**src/rtl/inv_mix_columns_engine.sv**
```systemverilog
// Sequential AES (Inv)MixColumns engine: COLS_PER_CYCLE columns per BUSY cycle.
// Define MIXCOL_FWD_EN to add forward MixColumns selected by mode_inv=0.
module inv_mix_columns_engine #(
    parameter int unsigned COLS_PER_CYCLE = 1
) (
    input  logic         clk,
    input  logic         rst,
    input  logic         in_valid,
    output logic         in_ready,
    input  logic [127:0] state_in,
    input  logic         mode_inv,
    output logic         out_valid,
    input  logic         out_ready,
    output logic [127:0] state_out,
    output logic         busy
);

    localparam int unsigned NumBeats = 4 / COLS_PER_CYCLE;
    localparam logic [1:0]  LastBeat = 2'(NumBeats - 1);

    if (!(COLS_PER_CYCLE == 1 || COLS_PER_CYCLE == 2 || COLS_PER_CYCLE == 4)) begin : g_bad_cols
        $error("COLS_PER_CYCLE must be 1, 2 or 4");
    end

    typedef enum logic [1:0] {StIdle, StBusy, StDone} state_e;

    function automatic logic [7:0] xtime(input logic [7:0] b);
        return {b[6:0], 1'b0} ^ (b[7] ? 8'h1B : 8'h00);
    endfunction

    function automatic logic [31:0] inv_col(input logic [31:0] col);
        logic [7:0] b [4];
        logic [7:0] x2 [4];
        logic [7:0] x4 [4];
        logic [7:0] x8 [4];
        logic [31:0] res;
        res = '0;
        for (int i = 0; i < 4; i++) begin
            b[i]  = col[8*i +: 8];
            x2[i] = xtime(b[i]);
            x4[i] = xtime(x2[i]);
            x8[i] = xtime(x4[i]);
        end
        for (int r = 0; r < 4; r++) begin
            // 0E, 0B, 0D, 09 applied to b[r], b[r+1], b[r+2], b[r+3]
            res[8*r +: 8] = (x8[r] ^ x4[r] ^ x2[r])
                          ^ (x8[(r+1)%4] ^ x2[(r+1)%4] ^ b[(r+1)%4])
                          ^ (x8[(r+2)%4] ^ x4[(r+2)%4] ^ b[(r+2)%4])
                          ^ (x8[(r+3)%4] ^ b[(r+3)%4]);
        end
        return res;
    endfunction

`ifdef MIXCOL_FWD_EN
    function automatic logic [31:0] fwd_col(input logic [31:0] col);
        logic [7:0] b [4];
        logic [7:0] x2 [4];
        logic [31:0] res;
        res = '0;
        for (int i = 0; i < 4; i++) begin
            b[i]  = col[8*i +: 8];
            x2[i] = xtime(b[i]);
        end
        for (int r = 0; r < 4; r++) begin
            res[8*r +: 8] = x2[r] ^ (x2[(r+1)%4] ^ b[(r+1)%4]) ^ b[(r+2)%4] ^ b[(r+3)%4];
        end
        return res;
    endfunction
`endif

    state_e       state_q, state_d;
    logic [1:0]   beat_q, beat_d;
    logic [127:0] src_q, src_d;
    logic [127:0] res_q, res_d;
    logic         in_ready_q, out_valid_q, busy_q;
    logic [1:0]   col_idx;
    logic [31:0]  col_in;
    logic [31:0]  col_out;

`ifdef MIXCOL_FWD_EN
    logic mode_q, mode_d;
`else
    logic unused_mode_inv;
    assign unused_mode_inv = mode_inv;
`endif

    always_comb begin
        state_d = state_q;
        beat_d  = beat_q;
        src_d   = src_q;
        res_d   = res_q;
        col_idx = '0;
        col_in  = '0;
        col_out = '0;
`ifdef MIXCOL_FWD_EN
        mode_d  = mode_q;
`endif
        unique case (state_q)
            StIdle: begin
                if (in_valid) begin
                    state_d = StBusy;
                    src_d   = state_in;
                    beat_d  = '0;
`ifdef MIXCOL_FWD_EN
                    mode_d  = mode_inv;
`endif
                end
            end
            StBusy: begin
                for (int unsigned p = 0; p < COLS_PER_CYCLE; p++) begin
                    col_idx = 2'((32'(beat_q) * COLS_PER_CYCLE) + p);
                    col_in  = src_q[32*col_idx +: 32];
`ifdef MIXCOL_FWD_EN
                    col_out = mode_q ? inv_col(col_in) : fwd_col(col_in);
`else
                    col_out = inv_col(col_in);
`endif
                    res_d[32*col_idx +: 32] = col_out;
                end
                if (beat_q == LastBeat) begin
                    state_d = StDone;
                    beat_d  = '0;
                end else begin
                    beat_d  = beat_q + 2'd1;
                end
            end
            StDone: begin
                if (out_ready) begin
                    state_d = StIdle;
                end
            end
            default: state_d = StIdle;
        endcase
    end

    always_ff @(posedge clk) begin
        if (rst) begin
            state_q     <= StIdle;
            beat_q      <= '0;
            src_q       <= '0;
            res_q       <= '0;
            in_ready_q  <= 1'b1;
            out_valid_q <= 1'b0;
            busy_q      <= 1'b0;
`ifdef MIXCOL_FWD_EN
            mode_q      <= 1'b1;
`endif
        end else begin
            state_q     <= state_d;
            beat_q      <= beat_d;
            src_q       <= src_d;
            res_q       <= res_d;
            // Handshake flags come straight from flops decoded off the next state
            in_ready_q  <= (state_d == StIdle);
            out_valid_q <= (state_d == StDone);
            busy_q      <= (state_d != StIdle);
`ifdef MIXCOL_FWD_EN
            mode_q      <= mode_d;
`endif
        end
    end

    assign in_ready  = in_ready_q;
    assign out_valid = out_valid_q;
    assign busy      = busy_q;
    assign state_out = res_q;

endmodule

```
**config.mk**
```make
export PLATFORM = sky130hd
export DESIGN_NAME = inv_mix_columns_engine
export DESIGN_NICKNAME = d
export VERILOG_FILES = /design/src/rtl/inv_mix_columns_engine.sv
export SDC_FILE = /design/constraint.sdc
export NUM_CORES = 1
export LEC_CHECK = 0
export BUFFER_PORTS_ARGS = -buffer_cell sky130_fd_sc_hd__buf_4
export CORE_UTILIZATION = 59
export DETAILED_ROUTE_END_ITERATION = 8
export PLACE_DENSITY = 0.86
export SETUP_SLACK_MARGIN = 0.5
export SKIP_LAST_GASP = 1
export SLEW_MARGIN = 40
export SYNTH_ARGS = -nofsm -noshare
export SYNTH_HDL_FRONTEND = slang
export SYNTH_SLANG_ARGS = --single-unit
```
**constraint.sdc**
```tcl
create_clock -name clk -period 4.62 [get_ports clk]
set_input_delay 0.924 -clock clk [delete_from_list [all_inputs] [get_ports clk]]
set_output_delay 0.924 -clock clk [all_outputs]
set_load 0.005 [all_outputs]
```
==> summary.md <==
| Metric | Value |
|---|---|
| Cell taking the most area after synthesis | dfxtp_1 |
| Sequential area share after synthesis | 44.8% |
| Postcts setup bufs | 0 |
| CP required | 5.04 ns |
| Synth warnings | 0 |
| Total track usage | 30.9% |
| Clock Path Buffers | 3 |
| WL met1 | 12700 um |
| DIE HEIGHT | 143 um |
| CP Data Arrival Time | 4.14 ns |
| Most common cell in the netlist | dfxtp_1 |
| Min-delay worst type | reg -> reg |
| Num CTS Buffers | 26 |
| Ys flop type | dfxtp_1 |
| Leak | 0.00625 uW |
| Post-Syn Nets | 1279 |
| Global-route wire length before repair | 49000 um |
| Routability cong. | 0.915 |
| Final #Nets | 1506 |
| WHS | 0.452 ns |
| # rows | 51 |
| Clock transition at the registers of the reported paths | 0.06 ns |
| Reg2reg end | state_out[4] |
| Avg Inst Size Synth | 10.3 um^2 |
| Synth cell count leaders | dfxtp_1 (263), nand2_1 (261), a21oi_1 (133), a22o_1 (92), xnor2_1 (82) |
| Share of layout cells above drive strength 1 | 27.7% |
| Crit path launch | beat_q[0] |
| Drt via density | 5.77 |
| Status | finished, final reports clean |
| Gr ovfl total | 0 |
| Area of the core | 19500 um^2 |
| Fillers | 1300 |
| Max capacitance violation total | 0 |
| Initial core utilization | 60.2% |
| Non-Filler Instances | 1649 |
| CTS resizes | 0 |
| Residual DRC | 0 |
| Seq cells post-synth | 263 |
| Worst Reg-to-Reg Cells | 7 |
| Relative max-transition margin | 45.6% |
| Post-CTS Hold Buffers | 0 |
| Crit Path Max Fanout | 25 |
| Initial antenna violation count | 0 |
| Die W | 143 um |
| R2R Setup Slk | 0.89 ns |
| Final core area utilization | 75.7% |
| Largest net degree at the start of global routing | 95 |
| Metal3 WL | 2700 um |
| WL met2 | 15400 um |
| Via count | 9510 |
| Clk_lat worst skew | 0.54 ns |
| Wire per inst | 19.2 um |
| TNS Setup | 0 ns |
| 1st-pass router iterations | 6 |
| Critical Path End | state_out[4] |
| Final Routed Wirelength | 31600 um |
| Root Driver | clkbuf_16 |
| PwrDens | 459 nW/um^2 |
| Final hold violation count | 0 |
| Die area | 20500 um^2 |
| TritonCTS clock tree | yes |
| Number of synthesized flops with an enable pin | 0 |
| Mapped cell area | 11800 um^2 |
| Yosys cell types | 34 |
| RSZ-0062 raised after global routing | no |
| Top post-synthesis cells by area | dfxtp_1 (45%), nand2_1 (8.3%), xnor3_1 (7.3%) |
| Yosys top cell area share | 44.8% |
| Endpoints failing setup | 0 |
| Clock tree sinks | 263 |
| Max frequency | 268 MHz |
| Final min period | 3.73 ns |
| Final ANT Viol Nets | 0 |
| H-tree levels | 1 |
| Clock skew | 0.0161 ns |
| Reg2reg start | beat_q[0] |
| I/O pin cnt | 264 |
| Area added between synthesis and finish | 25.8% |
| Final max-slew violation count | 0 |
| Ant. Diodes | 0 |
| Nature of the critical path startpoint | flip-flop |
| Crit path kind | reg -> reg |
| Cells after synthesis | 1140 |
| Buffers on Ports | 262 |
| Top Metal Used | met4 |
| Fin crit share | 80.7% |
| Vias in the first global route | 9128 |
| Max VDD drop | 0.000262 V |
| Ys async rst share | 0% |
| DRT iter0 DRCs | 638 |
| Worst-Margin Slew | 0.816 ns |
| Dpl cells | 1604 |
| Kind of end point of the critical path | flip-flop |
| Post-DP HPWL | 22400 um |
==> worst min path at each step <==
stage | from | endpoint | slack, ns | depth (start not counted)
2_1_floorplan | src_q[32] | src_q[32] | 0.43 | 2
3_3_place_gp | src_q[34] | src_q[34] | 0.44 | 2
3_5_place_dp | src_q[40] | src_q[40] | 0.45 | 2
6_report | src_q[92] | src_q[92] | 0.45 | 2
5_1_grt | src_q[92] | src_q[92] | 0.47 | 2
4_1_cts | src_q[91] | src_q[91] | 0.45 | 2
==> placed cells by master (no fill, tap or decap), types with 38 or more instances in the layout <==
master / netlist / final
a21oi_1: 133 / 129
a22o_1: 92 / 92
a22oi_1: 38 / 38
buf_4: 3 / 279
dfxtp_1: 263 / 261
nand2_1: 261 / 260
nor2_1: 43 / 43
xnor2_1: 82 / 82
xnor3_1: 38 / 38
==> power by group <==
group | switching (uW) | leakage [uW] | total, uW | internal (uW)
Combinational | 1180 | 0.00368 | 2150 | 970
Sequential | 80.0 | 0.00214 | 2470 | 2390
Clock | 881 | 0.000428 | 2170 | 1290
Total | 2140 | 0.00625 | 6790 | 4650
==> registers in the layout, summed over array words and instances (netlist names) <==
register and flops:
out_valid 1, state_out 128, state_q 2, beat_q 2, busy 1, in_ready 1, src_q 128
==> metal layers <==
metal  vias to the layer above  track usage (%)
met3                        61             6.67
met1                      4604             40.1
met2                       445             51.7
met5                         -                0
li1                       4400                -
met4                         0             8.83
==> per-stage QoR <==
| stage | setup WS [ns] | power [uW] | area, um^2 |
|---|---|---|---|
| after floorplan | 1.56 | 3990 | 11800 |
| after global placement | 0.985 | 4590 | 13900 |
| after detailed placement | 0.946 | 4620 | 13900 |
| after CTS | 0.925 | 6790 | 14800 |
| after global routing | 0.794 | 7040 | 14800 |
| final | 0.893 | 6790 | 14800 |
==> cell type report <==
cell class	instances	area [um^2]	share of cell area [%]
Timing Repair Buffer	279	2090	14.2
Multi-Input combinational cell	793	6200	41.9
Inverter	4	15.0	0.102
Clock inverter	13	189	1.28
Clock buffer	32	693	4.69
Sequential cell	263	5270	35.6
Tap cell	265	332	2.24
==> critical path, stage by stage, from the launching register on <==
cell and delay (ns):
dfxtp_2 0.83, buf_4 0.34, mux4_2 0.45, xnor3_1 0.53, xor3_2 0.37, xor2_1 0.30
xnor3_1 0.55, a22o_1 0.24
==> cells by family (layout without fill, tap and decap cells) <==
logic type | count (synthesis) | in the layout | share of synthesized area, %
simple gates | 317 | 317 | 10.6
compound gates | 264 | 264 | 15.0
flops | 263 | 263 | 44.8
xor+xnor | 173 | 173 | 19.6
buf+inv | 84 | 328 | 3.20
mux | 33 | 33 | 6.22
fa+ha+maj | 6 | 6 | 0.639
Note: power is estimated with default switching activity, not from simulation.
